`src/rtl/median_seq.sv`:
```
// Sequential 9-sample median filter: a 9-entry ring is swept five times through one
// compare/exchange element; each sweep removes the current maximum, so sweep 4 yields the median.

module MCE #(
  parameter int DATA_W = 8
) (
  input  logic [DATA_W-1:0] A,
  input  logic [DATA_W-1:0] B,
  output logic [DATA_W-1:0] MAX,
  output logic [DATA_W-1:0] MIN
);
  always_comb begin
    if (A >= B) begin
      MAX = A;
      MIN = B;
    end else begin
      MAX = B;
      MIN = A;
    end
  end
endmodule

module median_seq #(
  parameter int DATA_W = 8
) (
  input  logic              CLK,
  input  logic              nRST,
  input  logic [DATA_W-1:0] DI,
  input  logic              DSI,
  output logic [DATA_W-1:0] DO,
  output logic              DSO,
  output logic              BUSY
);
  localparam logic [0:0] LOAD    = 1'b0;
  localparam logic [0:0] COMPUTE = 1'b1;

  logic [0:0]        state;
  logic [DATA_W-1:0] ring [0:8];
  logic [DATA_W-1:0] t_acc;
  logic [3:0]        load_cnt;
  logic [2:0]        pass_cnt;
  logic [3:0]        step_cnt;
  logic [DATA_W-1:0] mce_max;
  logic [DATA_W-1:0] mce_min;

  MCE #(.DATA_W(DATA_W)) u_mce (
    .A   (t_acc),
    .B   (ring[8]),
    .MAX (mce_max),
    .MIN (mce_min)
  );

  assign BUSY = (state == COMPUTE);

  always_ff @(posedge CLK or negedge nRST) begin
    if (!nRST) begin
      state    <= LOAD;
      load_cnt <= '0;
      pass_cnt <= '0;
      step_cnt <= '0;
      t_acc    <= '0;
      DO       <= '0;
      DSO      <= 1'b0;
      for (int k = 0; k < 9; k++) ring[k] <= '0;
    end else begin
      DSO <= 1'b0;
      if (state == LOAD) begin
        if (DSI) begin
          for (int k = 8; k > 0; k--) ring[k] <= ring[k-1];
          ring[0] <= DI;
          if (load_cnt == 4'd8) begin
            state    <= COMPUTE;
            load_cnt <= '0;
            pass_cnt <= '0;
            step_cnt <= '0;
          end else begin
            load_cnt <= load_cnt + 4'd1;
          end
        end
      end else begin
        // Step 0 seeds the running max and plants a zero that stands in for the removed maximum.
        for (int k = 8; k > 0; k--) ring[k] <= ring[k-1];
        if (step_cnt == 4'd0) begin
          t_acc   <= ring[8];
          ring[0] <= '0;
        end else begin
          t_acc   <= mce_max;
          ring[0] <= mce_min;
        end
        if (step_cnt == 4'd8) begin
          step_cnt <= '0;
          if (pass_cnt == 3'd4) begin
            DO       <= mce_max;
            DSO      <= 1'b1;
            state    <= LOAD;
            pass_cnt <= '0;
          end else begin
            pass_cnt <= pass_cnt + 3'd1;
          end
        end else begin
          step_cnt <= step_cnt + 4'd1;
        end
      end
    end
  end
endmodule

```
`config.mk`:
```
export PLATFORM = sky130hd
export DESIGN_NAME = median_seq
export DESIGN_NICKNAME = d
export VERILOG_FILES = /design/src/rtl/median_seq.sv
export SDC_FILE = /design/constraint.sdc
export NUM_CORES = 1
export LEC_CHECK = 0
export CORE_AREA = 4 4 133 147
export CTS_BUF_LIST = sky130_fd_sc_hd__clkbuf_16
export DETAILED_ROUTE_END_ITERATION = 8
export DIE_AREA = 0 0 137 151
export PLACE_DENSITY_LB_ADDON = 0.1
export SLEW_MARGIN = 30
export SYNTH_ARGS = -nofsm -noshare
export SYNTH_HDL_FRONTEND = slang
export SYNTH_SLANG_ARGS = --single-unit
```
`constraint.sdc`:
```
create_clock -name CLK -period 3 [get_ports CLK]
set_clock_uncertainty 0.1 [all_clocks]
set_input_delay 0.3 -clock CLK [delete_from_list [all_inputs] [get_ports CLK]]
set_output_delay 0.3 -clock CLK [all_outputs]
set_load 0.02 [all_outputs]
```
# Word-level counts from Yosys, hierarchy flattened
# Cells that the tools add are included.
op_classes:
  n_reduce_logical: 7
  muxes: 24
  magnitude_cmp: 1
  add_sub_neg: 3
  n_eq_ne: 4
  n_bitwise: 1
ops:
  columns: ["op", "n"]
  rows:
  - ["$mux W72", 2]
  - ["$mux W8", 4]
  - ["$mux W4", 5]
  - ["$mux W3", 5]
  - ["$add A4 B1 Y4 const B", 2]
  - ["$eq A4 B4 Y1 const B", 2]
  - ["$ge A8 B8 Y1", 1]
  - ["$mux W1", 8]
  - ["$reduce_and A3 Y1", 2]
  - ["$logic_not A4 Y1", 1]
  - ["$reduce_and A2 Y1", 2]
  - ["$reduce_bool A2 Y1", 2]
  - ["$add A3 B1 Y3 const B", 1]
  - ["$eq A3 B3 Y1 const B", 1]
  - ["$ne A2 B1 Y1 const B", 1]
  - ["$not A1 Y1", 1]
word_totals:
  wordCells: 56
  ff_bits: 101
  output_inout_bits: 10
  in_bits: 11

# Depth between registers and ports, before layout
depth:
  word_depth: 4
  ltp_mapped: 9
  depth_no_buf: 7

# By module
# From an unflattened synthesis, not the netlist that was laid out.
unflattened:
  cells_unflattened: 350
  hier_area_um2: 4658.2
by_module_without_submodules:
  columns: ["mod", "seq_area_each_um2", "cells_each", "area_per_inst_um2", "instances"]
  rows:
  - ["median_seq", 2527.4, 307, 4209.0, 1]
  - ["MCE", 0.0, 43, 449.2, 1]

# Least setup slack after synthesis
# No wires, ideal clock.
synth_timing:
  kind: "register to register"
  startpoint: "register ring[0] in the netlist's numbering"
  endpoint: "register t_acc[0]"
  setup_ns: 0.125
  synth_period_minus_slack_ns: 2.357
  required_time_ns: 2.775
  stages_incl_launch_ff: 8
  t_arrival_ns: 2.132
  setup_slack_ns: 0.643
  n_path_buf: 1
  path_cell_list: "dfrtp_1 ha_1 nand2b_1 a2111oi_2 nor3_1 buf_6 o31ai_4 mux2_2"
synth_via:
  elab_chain_cells: 3
synth_rtl:
  columns: ["item", "line", "text"]
  rows:
  - ["start, declared", "38", "logic [DATA_W-1:0] ring [0:8];"]
  - ["$ge A8 B8 Y1", "13", "if (A >= B) begin"]
  - ["$mux W8", "13", null]
  - ["$mux W8 (*)", "83", "if (step_cnt == 4'd0) begin"]
  - ["end signal, assigned", "84", "t_acc <= ring[8];"]
  - ["end signal, assigned", "87", "t_acc <= mce_max;"]
  - ["end, declared", "39", "logic [DATA_W-1:0] t_acc;"]
# Every way passes the cells marked *; elsewhere a longest branch is shown, timed or not.
# A chain may end at the register's enable or synchronous reset.

# Worst setup path after layout
layout_timing:
  startpoint: "register ring[6] in the netlist's numbering"
  endpoint: "register ring[66] in the netlist's numbering"
layout_via:
  elab_chain_cells: 4
layout_rtl:
  columns: ["item", "line", "text"]
  rows:
  - ["$ge A8 B8 Y1", "13", null]
  - ["$mux W8", "13", null]
  - ["$mux W8", "83", null]
  - ["$mux W72", "67", "if (state == LOAD) begin"]
# Every way passes these cells.

==> key figures <==
Outcome
  • Outcome: finished, final reports clean

Routing
  • Final wirelength: 8.77 mm
  • Vias post-DR: 2,618
  • Met3 routed WL: about 230 µm
  • Routed WL per cell: 14.3 µm
  • Post-DRT Antenna Nets: 0
  • Top routing layer used: met4
  • M1 WL: 4.51 mm
  • Vias per Instance: ~4.3
  • First-pass detailed-route iteration total: 4
  • # DRC: 0
  • Iteration-0 DRC Markers: 129
  • Met2 Wirelength: 3.88 mm

CTS
  • Worst skew pair latency: 0.34 ns
  • Root Driver: clkbuf_16
  • Max Root-Sink Buffers: 2
  • CTS tree: yes
  • Clock-pin slew on the worst setup and hold paths: about 0.070 ns
  • CTS H-tree lvls: 3
  • Post_cts resized: 0
  • Clk sinks: 101
  • Total CTS buffers: 9

Setup path
  • Critical path capture point type: flop
  • Slowest stage cell, crit path: a221o_1
  • Critical path, cell by cell: inv_1 > ha_1 > a21o_1 > a221o_1 > buf_4 > or2_2 > o221ai_1
  • CP max FO: 14
  • Critical Path AT: 2.75 ns
  • Crit path required time: roughly 3.2 ns
  • Worst path max stage delay: 0.50 ns
  • Worst Reg2Reg Path Length in Cells: 7
  • Crit Path Class: reg2reg
  • CP Launch Type: flop

Finish
  • Synth-to-Final Area Change: 18.9%
  • Final Cell Area: 5280 µm²
  • Most frequent cells in the layout: 101 x dfrtp_1, 72 x mux2_2, 32 x nand2_1
  • Ratio of cells with drive above 1 in the final layout: 27.2%
  • ANT cells: 0
  • Fin nets: 393
  • Commonest non-fill, non-tap cell in the layout: dfrtp_1

Global route
  • Grt ovf: 0
  • Total track usage: 9.62%
  • Number of global-route vias before repair: ~2,900
  • Largest net degree at the start of global routing: 62
  • First-pass GRT wire length: 15.3 mm
  • Initial antenna violation count: 0

Timing
  • Hold_ws: 0.388 ns
  • Unrepaired setup endpoints after global routing: false
  • Slew Limit Headroom: around 50%
  • Worst-Margin Slew: ~0.74 ns
  • Post-Route Setup TNS: 0 ns
  • Final Hold Viols: 0
  • Slew Limit Fails: 0
  • Setup violators final: 0
  • FMAX: 384 MHz
  • Final Cycle Share: 86.7%
  • Fin crit period: 2.60 ns

Floorplan
  • Rows: 52
  • Die area: between 20,000 and 25,000 µm²
  • Die X: 137 µm
  • Starting Density: 24.4%
  • Core ar.: around 18,000 µm²
  • Number of top-level pins: 21
  • Die Y: roughly 150 µm

Synthesis
  • Synth cell types: 33
  • Syn Nets: 369
  • Post-Synthesis Cells: 344
  • Post-synthesis cell area: 4440 µm²
  • Total of warnings raised by yosys: 0
  • Seq/Total Area, Yosys: 56.9%
  • Number of synthesized flops with an enable pin: 0
  • Post-Syn Area per Cell: 12.9 µm²
  • Main synth FF type: dfrtp_1
  • Post-synth ARST share: 100%
  • FF+latch count, synth: 101

Placed design
  • PortBufs: 20
  • HPWL Detailed: slightly above 6 mm
  • Placer Congestion: approximately 0.73
  • Placed Area: 5000 µm²

Job
  • Max-cap violation count: 0

Power and ir drop
  • Power density over the cells: approximately 500 nW/µm²
  • Internal Power: slightly above 2000 µW
  • Psw: 551 µW
  • Pwr Total: about 2600 µW
  • Clock network power share: 42.4%
  • Net switching fraction of the power: 21.2%
  • Seq pwr share: a little over half
  • Leak Pwr: around 0.0024 µW
  • VDD IR max: 231 µV
  • Logic pwr share: 4.7%

Worst hold path
  • Tightest Hold Check Type: in2async
Yosys cell counts, drive strengths merged, types with 3 or more instances:
master,number,share of area [%]
o221ai,8,1.6
buf,11,1.4
nor2,5,0.42
ha,14,3.9
a22o,3,0.59
inv,17,1.4
mux2i,8,1.8
o211ai,22,3.7
dfrtp,101,57
o21ai,10,1.1
clkbuf,8,0.68
a21oi,4,0.45
mux2,72,18
nand3,8,0.90
nand2,32,2.7
power by group through the flow:
stage | logic, µW | registers (µW) | clock network, µW
2_1_floorplan | 57.9 | 1400 | 0
3_3_place_gp | 128 | 1400 | 0
3_5_place_dp | 127 | 1400 | 0
4_1_cts | 129 | 1380 | 1170
5_1_grt | 139 | 1380 | 1220
6_report | 123 | 1380 | 1110
final cells by class:
type / instances / area [µm²]
fillers: 1896 / 12900
flip-flops and latches: 101 / 2530
multi-input cells: 207 / 1770
repair buffers: 32 / 340
well taps: 243 / 304
clock buffers: 9 / 225
inverters: 17 / 63.8
clock inverters: 5 / 46.3
worst paths after layout:
check	to	slack [ns]	startpoint
setup / recovery	ring[66]	0.40	ring[6]
min in group CLK	DO[6]	0.39	DO[6]
hold / removal	ring[16]	0.39	nRST
hold reg to reg	DO[6]	0.39	DO[6]
setup reg to reg	ring[66]	0.40	ring[6]
max in group asynchronous	BUSY	1.69	nRST
state kept, by name (all words and copies together), names as in the netlist:
register,flops
t_acc,8
DO,8
BUSY,1
load_cnt,4
step_cnt,4
pass_cnt,3
ring,72
DSO,1
layer usage:
metal	track usage, %	vias to the layer above
li1	-	1279
met1	13.2	1309
met2	14.3	20
met3	2.43	10
met4	4.34	0
met5	0	-
repair_timing:
item                      CTS  global route
hold endpoints to repair   40             0
hold buffers                1             0
buffers inserted            0             0
cell families (layout without fill, tap and decap cells):
logic type	Yosys count	after routing	share of synthesized area, %
and+or+nand+nor	56	56	5.78
muxes	80	80	20.1
AOI/OAI and AO/OA	54	54	9.19
xor gates and xnor gates	3	3	0.592
buffers and inverters	36	63	3.49
adders and majority gates	14	14	3.95
DFF	101	101	56.9
worst max-delay path, delay by kind of cell (launching register included):
family,cells,cell delay [ns]
buffers and inverters,2,0.33
flip-flops,1,0.40
AND/OR/NAND/NOR,1,0.44
adder cells (fa/ha/maj),1,0.31
AO/OA/AOI/OAI,3,0.93
through the flow:
stage               setup WS, ns  instances  utilization [%]
floorplan                  0.643        344                -
global route               0.238        614             29.0
detailed placement         0.408        599             27.4
CTS                        0.388        614             29.0
finish                     0.399        614             29.0
global placement           0.424        599             27.4
Note: power is estimated with default switching activity, not from simulation.
